[src/rtl/irq_controller.sv]
// Prioritised interrupt/trap controller: sync + edge-detect sources, latch pending, fixed-priority request to CPU.
// Latency: input edge before clock k -> pending at k+SYNC_STAGES+1, cpu_irq at k+SYNC_STAGES+2.
// Backpressure: request held with frozen vector until cpu_ack; next arbitration waits for cpu_eoi. Option: TRAP_PREEMPT_EN.
module irq_controller #(
    parameter int NUM_IRQ     = 8,
    parameter int VEC_W       = 4,
    parameter int SYNC_STAGES = 2
) (
    input  logic               clk,
    input  logic               reset,
    input  logic [NUM_IRQ-1:0] irq_in,
    input  logic               trap,
    input  logic               cfg_we,
    input  logic [NUM_IRQ-1:0] cfg_mask,
    output logic [NUM_IRQ-1:0] mask,
    output logic [NUM_IRQ:0]   pending,
    output logic               cpu_irq,
    output logic [VEC_W-1:0]   vector,
    input  logic               cpu_ack,
    input  logic               cpu_eoi,
    output logic               in_service
);

    // Source index 0 is the trap, index i+1 is irq_in[i]; this matches both
    // the pending bit layout and the vector encoding.
    localparam int SRC = NUM_IRQ + 1;

`ifdef TRAP_PREEMPT_EN
    typedef enum logic [2:0] {
        ST_IDLE,
        ST_REQ,
        ST_SERVICE,
        ST_TREQ,
        ST_TSERVICE
    } state_t;
`else
    typedef enum logic [1:0] {
        ST_IDLE,
        ST_REQ,
        ST_SERVICE
    } state_t;
`endif

    logic [SRC-1:0]     src;
    logic [SRC-1:0]     sync_q [SYNC_STAGES];
    logic [SRC-1:0]     dly_q;
    logic [SRC-1:0]     rise_q;
    logic [SRC-1:0]     pend_q;
    logic [SRC-1:0]     pend_d;
    logic [SRC-1:0]     clr_v;
    logic [SRC-1:0]     elig;
    logic [NUM_IRQ-1:0] mask_q;

    logic               win_vld;
    logic [VEC_W-1:0]   win_idx;

    state_t             state_q;
    state_t             state_d;
    logic               cpu_irq_q;
    logic               cpu_irq_d;
    logic [VEC_W-1:0]   vector_q;
    logic [VEC_W-1:0]   vector_d;
    logic               isv_q;
    logic               isv_d;

`ifdef TRAP_PREEMPT_EN
    // Vector of the maskable handler interrupted by a trap (one-deep nesting).
    logic [VEC_W-1:0]   saved_q;
    logic [VEC_W-1:0]   saved_d;
`endif

    assign src = {irq_in, trap};

    // Synchroniser chain, one extra delay flop, and a registered rising-edge pulse.
    always_ff @(posedge clk or negedge reset) begin
        if (!reset) begin
            for (int s = 0; s < SYNC_STAGES; s++) begin
                sync_q[s] <= '0;
            end
            dly_q  <= '0;
            rise_q <= '0;
        end else begin
            sync_q[0] <= src;
            for (int s = 1; s < SYNC_STAGES; s++) begin
                sync_q[s] <= sync_q[s-1];
            end
            dly_q  <= sync_q[SYNC_STAGES-1];
            rise_q <= sync_q[SYNC_STAGES-1] & ~dly_q;
        end
    end

    // A new edge on a source being cleared in the same cycle keeps its bit set.
    assign pend_d = (pend_q & ~clr_v) | rise_q;

    // Pending latch and mask register; mask powers up with everything masked.
    always_ff @(posedge clk or negedge reset) begin
        if (!reset) begin
            pend_q <= '0;
            mask_q <= '1;
        end else begin
            pend_q <= pend_d;
            if (cfg_we) begin
                mask_q <= cfg_mask;
            end
        end
    end

    // Trap is never masked; masking only hides pending irqs from arbitration.
    assign elig = {pend_q[SRC-1:1] & ~mask_q, pend_q[0]};

    // Fixed priority: lowest source index wins (trap first).
    always_comb begin
        win_vld = |elig;
        win_idx = '0;
        for (int i = SRC - 1; i >= 0; i--) begin
            if (elig[i]) begin
                win_idx = VEC_W'(i);
            end
        end
    end

    // Handshake FSM state and registered outputs.
    always_ff @(posedge clk or negedge reset) begin
        if (!reset) begin
            state_q   <= ST_IDLE;
            cpu_irq_q <= 1'b0;
            vector_q  <= '0;
            isv_q     <= 1'b0;
`ifdef TRAP_PREEMPT_EN
            saved_q   <= '0;
`endif
        end else begin
            state_q   <= state_d;
            cpu_irq_q <= cpu_irq_d;
            vector_q  <= vector_d;
            isv_q     <= isv_d;
`ifdef TRAP_PREEMPT_EN
            saved_q   <= saved_d;
`endif
        end
    end

    // Next-state and next-output logic; ack/eoi in the wrong state fall through unchanged.
    always_comb begin
        state_d   = state_q;
        cpu_irq_d = cpu_irq_q;
        vector_d  = vector_q;
        isv_d     = isv_q;
        clr_v     = '0;
`ifdef TRAP_PREEMPT_EN
        saved_d   = saved_q;
`endif
        case (state_q)
            ST_IDLE: begin
                if (win_vld) begin
                    state_d   = ST_REQ;
                    cpu_irq_d = 1'b1;
                    vector_d  = win_idx;
                end
            end
            ST_REQ: begin
                // Vector stays frozen here: no preemption, and a late mask
                // write on the winner does not withdraw the request.
                if (cpu_ack) begin
                    clr_v     = SRC'(1) << vector_q;
                    cpu_irq_d = 1'b0;
                    isv_d     = 1'b1;
                    state_d   = ST_SERVICE;
                end
            end
            ST_SERVICE: begin
                if (cpu_eoi) begin
                    isv_d   = 1'b0;
                    state_d = ST_IDLE;
                end
`ifdef TRAP_PREEMPT_EN
                else if (pend_q[0] && (vector_q != '0)) begin
                    saved_d   = vector_q;
                    vector_d  = '0;
                    cpu_irq_d = 1'b1;
                    state_d   = ST_TREQ;
                end
`endif
            end
`ifdef TRAP_PREEMPT_EN
            ST_TREQ: begin
                if (cpu_ack) begin
                    clr_v[0]  = 1'b1;
                    cpu_irq_d = 1'b0;
                    state_d   = ST_TSERVICE;
                end
            end
            ST_TSERVICE: begin
                // Return to the interrupted handler; in_service never drops.
                if (cpu_eoi) begin
                    vector_d = saved_q;
                    state_d  = ST_SERVICE;
                end
            end
`endif
            default: begin
                state_d = ST_IDLE;
            end
        endcase
    end

    assign mask       = mask_q;
    assign pending    = pend_q;
    assign cpu_irq    = cpu_irq_q;
    assign vector     = vector_q;
    assign in_service = isv_q;

endmodule

[config.mk]
export PLATFORM = sky130hd
export DESIGN_NAME = irq_controller
export DESIGN_NICKNAME = d
export VERILOG_FILES = /design/src/rtl/irq_controller.sv
export SDC_FILE = /design/constraint.sdc
export NUM_CORES = 1
export LEC_CHECK = 0
export CORE_UTILIZATION = 25
export DETAILED_ROUTE_END_ITERATION = 10
export HOLD_SLACK_MARGIN = 0.12
export PLACE_DENSITY = 0.47
export REMOVE_ABC_BUFFERS = 1
export SLEW_MARGIN = 30
export SYNTH_ARGS = -nofsm -noshare
export SYNTH_HDL_FRONTEND = slang
export SYNTH_SLANG_ARGS = --single-unit
export TNS_END_PERCENT = 20
[constraint.sdc]
create_clock -name clk -period 2.3 [get_ports clk]
set_clock_uncertainty 0.1 [all_clocks]
set_input_delay 0.69 -clock clk [delete_from_list [all_inputs] [get_ports clk]]
set_output_delay 0.69 -clock clk [all_outputs]
set_load 0.05 [all_outputs]
==> results_dict.tcl, run 1 <==
set metrics [dict create \
    status "complete, no violations" \
    r2r_cells 5 \
    final_nets 225 \
    dpl.hpwl_mm 2.76 \
    cp_max_fo 4 \
    finalCoreUtilization 0.350 \
    core_um2 8180 \
    dp.cells 297 \
    tightestPinTransition_ns 0.476 \
    clk_pin_slew_worst_paths_ns 0.06 \
    critPathTopFamily "flip-flops" \
    crit_path_top_delay_cell "dfstp_2" \
    finalSetupTns_ns 0 \
    seq_area_frac_synth 0.728 \
    hold_slack_ns 0.167 \
    cts_resized 0 \
    grt_remaining_overflow 0 \
    drive_gt1_frac 0.308 \
    cts_tree "done" \
    ys_top_cells_by_area "dfrtp_1, dfstp_2, mux2_2, nor2b_1, a21o_1" \
    max_freq_mhz 528 \
    max_stage_delay_ns 0.57 \
    grt_start_max_net_pins 31 \
    rows 33 \
    crit_path_end "mask[1]" \
    route.detailed.drc 0 \
    dieArea_um2 8810 \
    die_h_um 93.9 \
    maxCapViolations 0 \
    firstDrtPassIters 7 \
    hold_viol_final 0 \
    cp_cell_sequence "buf_4" \
    numPortBuffers 44 \
    ctsLongestPathBuffers 2 \
    root_buffer "clkbuf_8" \
    relSlewSlack 0.682 \
    fin_cells 313 \
    slew_viol_final 0 \
    vias 1261 \
    cts_hold_buf 0 \
    synth_top_area_share 0.629 \
    postSynthAreaPerCell_um2 14.5 \
    gp_congestion 0.719 \
    cp.depth 1 \
    regArea_um2 1540 \
    fillers 817 \
    grt_pass1_wl_mm 6.42 \
    drt_wl_total_mm 3.81 \
    yosysUniqueCellTypes 28 \
    synth_area_leader_cell "dfrtp_1" \
    post_cts_buffers 0 \
    cp-startpoint "mask[1]" \
    cts_sinks 61 \
    r2r_start "mask[3]" \
    htreeDepth 3 \
    finalSetupViolCount 0 \
    arrival_ns 1.11 \
    antennaDiodeCount 0 \
    critical_path_class "reg -> out" \
    ant_nets 0 \
    ys_ff_latch 61 \
    end_kind "primary output" \
    cp-start-kind "register" \
    drt_iter0_drc 77 \
    area_growth_pct 35.7 \
    r2r_slack_ns 0.50 \
    worstHoldPathType "in -> async" \
    cts_made_buffers 9 \
    grt_pass1_vias 1280 \
    multi_input_area_um2 557 \
    via_per_inst 4.03 \
    syn_area_um2 2110 \
    yosysWarningCount 0 \
    cp.required_ns 1.51 \
    grt_usage 0.102 \
    worst-path-buf-inv 1 \
    clk_latency_ns 0.33 \
    wl_per_cell_um 12.2 \
    start_util 0.258 \
    power.density_nw_per_um2 1070 \
    antenna_found_initial 0 \
    io_pins 45 \
    power.leakage_uw 0.00122 \
    layout_min_cycle_time_ns 1.90 \
    syn_inst 145 \
    regToRegEndpoint "vector[0]" \
    rsz0062_at_grt "false" \
    fin_crit_sh 0.824 \
    die_x_um 93.9 \
    ir_drop_uv 395 \
]
-- synthesized netlist by cell type, drive strengths merged --
library cell and instances:
nor2 4, a32o 1, o21a 1, mux2 10
nand2b 6, nand3 3, nor3 1, buf 1
a311oi 1, inv 2, nor2b 15, o31ai 1
nand4 3, o21ai 4, dfstp 8, dfrtp 53
and3b 1, nor3b 2, nand2 10, a21o 8
nor4 1, a21oi 6, or2b 1, clkbuf 1
nand3b 1
-- logic make-up after synthesis --
family          after synthesis  share of synthesized area
flops                        61                      0.728
mux                          10                     0.0569
simple gates                 48                      0.139
buf+inv                       4                    0.00771
compound gates               22                     0.0682
-- cells in the final DEF, fill, tap and decap left out, types with 3 or more instances in the layout --
cell type | Yosys | final
a21o_1 | 8 | 8
a21oi_1 | 6 | 6
buf_4 | 0 | 27
clkbuf_8 | 0 | 11
clkdlybuf4s50_1 | 0 | 20
dfrtp_1 | 53 | 53
dfstp_2 | 8 | 8
mux2_2 | 8 | 8
nand2_1 | 10 | 10
nand2b_1 | 5 | 5
nand3_1 | 3 | 3
nand4_1 | 3 | 3
nor2_1 | 4 | 4
nor2b_1 | 14 | 14
o21ai_0 | 4 | 4
-- worst min-delay path by stage --
stage,cells past startpoint,start,endpoint,slack [ns]
final,1,reset,sync_q[12],0.17
after global placement,0,sync_q[14],sync_q[5],0.23
after global routing,1,reset,sync_q[11],0.17
after floorplan,0,sync_q[9],sync_q[0],0.23
after CTS,1,reset,sync_q[9],0.16
after detailed placement,0,sync_q[10],sync_q[1],0.23
-- routing by layer --
metal,GRT usage,share of wire,vias to the layer above
met5,0,0,-
met3,0.0348,0.051,10
li1,-,-,614
met4,0.0692,0.024,0
met2,0.147,0.46,41
met1,0.128,0.46,596
-- flip-flops by register name, indices dropped and copies added (netlist names) --
register    cells
cpu_irq         1
dly_q           9
in_service      1
mask            8
pending         9
rise_q          9
state_q         2
sync_q         18
vector          4
-- through the flow --
step	setup slack [ns]	total power [uW]	cell area (um2)
after floorplan	0.433	1840	2100
after global placement	0.233	2140	2660
after detailed placement	0.207	2140	2660
after CTS	0.380	3110	2860
after global routing	0.356	3240	2860
final	0.405	3060	2860
-- power breakdown --
part	internal (uW)	leakage, uW	switching [uW]	total (uW)
logic	293	0.000422	496	789
clock network	560	0.000104	388	948
registers	1210	0.000697	117	1330
-- layout make-up --
class	count	area share
repair buffers	49	0.149
flip-flops and latches	61	0.537
inverters	2	0.00262
multi-input cells	80	0.194
clock inverters	3	0.0153
clock buffers	13	0.0555
well taps	105	0.0459
(Power assumes the default switching activity.)
==> run 2, diff against run 1 <==
==> constraint.sdc (replaced) <==
create_clock -name clk -period 1.8 [get_ports clk]
set_clock_uncertainty 0.1 [all_clocks]
set_input_delay 0.54 -clock clk [delete_from_list [all_inputs] [get_ports clk]]
set_output_delay 0.54 -clock clk [all_outputs]
set_load 0.05 [all_outputs]
==> run 2 against run 1 <==
Cell area grew 15%. Clock-buffer cell count shrank 1. Worst setup slack lost 0.38 ns. Combinational power grew 72%. Hold slack gained 0.081 ns. Cell count grew 5.4%. Die area is the same. Via count grew 5.3%. Critical endpoint unchanged. Largest power group unchanged.
==> results_dict.tcl, run 2 (synthesis results as in run 1) <==
set metrics [dict create \
    status "complete, no violations" \
    crit_path_top_delay_cell "dfstp_2" \
    clk_latency_ns 0.33 \
    max_freq_mhz 563 \
    max_stage_delay_ns 0.57 \
    die_h_um 93.9 \
    io_pins 45 \
    regToRegEndpoint "vector[1]" \
    finalSetupViolCount 0 \
    finalCoreUtilization 0.404 \
    total_power_uw 4250 \
    antennaDiodeCount 0 \
    final_nets 242 \
    drive_gt1_frac 0.364 \
    r2r_start "mask[6]" \
    ctsLongestPathBuffers 2 \
    cts_sinks 61 \
    clk_pin_slew_worst_paths_ns 0.06 \
    min_path_cells 0 \
    cts_tree "done" \
    final_common_cell "dfrtp_1" \
    grt_pass1_wl_mm 6.99 \
    r2r_slack_ns 0.06 \
    hold_viol_final 0 \
    worstHoldPathType "reg -> reg" \
    relSlewSlack 0.763 \
    drt_iter0_drc 101 \
    largest_register_ffs 18 \
    min_from "sync_q[12]" \
    gp_congestion 0.750 \
    cp.required_ns 1.16 \
    rsz0062_at_grt "true" \
    start_util 0.258 \
    ant_nets 0 \
    cp_max_fo 2 \
    firstDrtPassIters 2 \
    arrival_ns 1.14 \
    htreeDepth 3 \
    tightestPinTransition_ns 0.354 \
    ir_drop_uv 536 \
    cp-start-kind "register" \
    numPortBuffers 44 \
    r2r_cells 5 \
    hold_path_end "sync_q[3]" \
    layout_common_cells "dfrtp_1, buf_12, clkdlybuf4s50_1" \
    cts_made_buffers 9 \
    via_per_inst 4.02 \
    grt_pass1_vias 1414 \
    max_flop_register "sync_q" \
    dpl.hpwl_mm 2.84 \
    power.leakage_uw 0.00143 \
    drt_wl_total_mm 4.04 \
    fin_crit_sh 0.986 \
    grt_start_max_net_pins 62 \
    hold_slack_ns 0.247 \
    end_kind "primary output" \
    power.density_nw_per_um2 1290 \
    dieArea_um2 8810 \
    die_x_um 93.9 \
    vias 1328 \
    core_um2 8180 \
    route.detailed.drc 0 \
    slew_viol_final 0 \
    wl_per_cell_um 12.3 \
    root_buffer "clkbuf_8" \
    cp_cell_sequence "buf_6 -> buf_12" \
    grt_usage 0.110 \
    antenna_found_initial 0 \
    rows 33 \
    layout_min_cycle_time_ns 1.78 \
    area_growth_pct 56.6 \
    maxCapViolations 0 \
    grt_remaining_overflow 0 \
    critical_path_class "reg -> out" \
]
[run 2: metal layers]
metal	vias to the layer above	wire length (um)	global-route usage	share of wire
met1	647	1780	0.129	0.44
met4	0	73	0.0462	0.018
met3	8	216	0.0534	0.053
met2	30	1970	0.170	0.49
li1	643	-	-	-
met5	-	0	0	0
[run 2: timing repair]
item                                   4_1_cts  5_1_grt
resized for setup                            1        2
endpoints found under the hold margin       53        0
hold buffers                                 1        0
pin swaps                                    0        1
setup endpoints to repair                    1        6
setup buffers                                1        0
[run 2: worst max-delay path by stage]
| stage | startpoint | to | slack [ns] | depth (start not counted) |
|---|---|---|---|---|
| after floorplan | mask[1] | vector[0] | -0.07 | 5 |
| after detailed placement | cpu_ack | pending[3] | -0.16 | 5 |
| after global placement | cpu_ack | pending[3] | -0.13 | 5 |
| after global routing | mask[1] | mask[1] | -0.02 | 2 |
| final | mask[1] | mask[1] | 0.02 | 2 |
| after CTS | mask[1] | mask[1] | -0.00005 | 2 |
[run 2: through the flow]
stage	setup slack, ns	instances	instance area [um2]	TNS [ns]
2_1_floorplan	-0.0667	143	2100	-0.133
3_3_place_gp	-0.134	313	3080	-0.516
3_5_place_dp	-0.163	313	3080	-0.788
4_1_cts	-0.0000460	331	3300	-0.0000460
5_1_grt	-0.0166	330	3300	-0.0264
6_report	0.0245	330	3300	0
[run 2: power by group]
part / total (uW) / switching, uW / internal [uW]
clock network: 1180 / 509 / 676
registers: 1700 / 160 / 1540
logic: 1360 / 681 / 677
total: 4250 / 1350 / 2900
[run 2: final cells by class]
cell class	count	area [um2]
inverters	2	7.51
fillers	766	4870
repair buffers	66	862
well taps	105	131
multi-input cells	80	572
flip-flops and latches	61	1540
clock buffers	12	145
clock inverters	4	48.8
[run 2: worst max-delay path: cells and delay by family (launching register included)]
kind	cells	cell delay, ns
buf+inv	2	0.23
flops	1	0.57
==> run 3, diff against run 2 <==
--- a/config.mk
+++ b/config.mk
@@ -5,7 +5,9 @@
 export SDC_FILE = /design/constraint.sdc
 export NUM_CORES = 1
 export LEC_CHECK = 0
+export CAP_MARGIN = 5
 export CORE_UTILIZATION = 25
+export CTS_CLUSTER_DIAMETER = 200
 export DETAILED_ROUTE_END_ITERATION = 10
 export HOLD_SLACK_MARGIN = 0.12
 export PLACE_DENSITY = 0.47
==> results of run 3 <==
Final layout, timing and power as in run 2 (identical DEF).
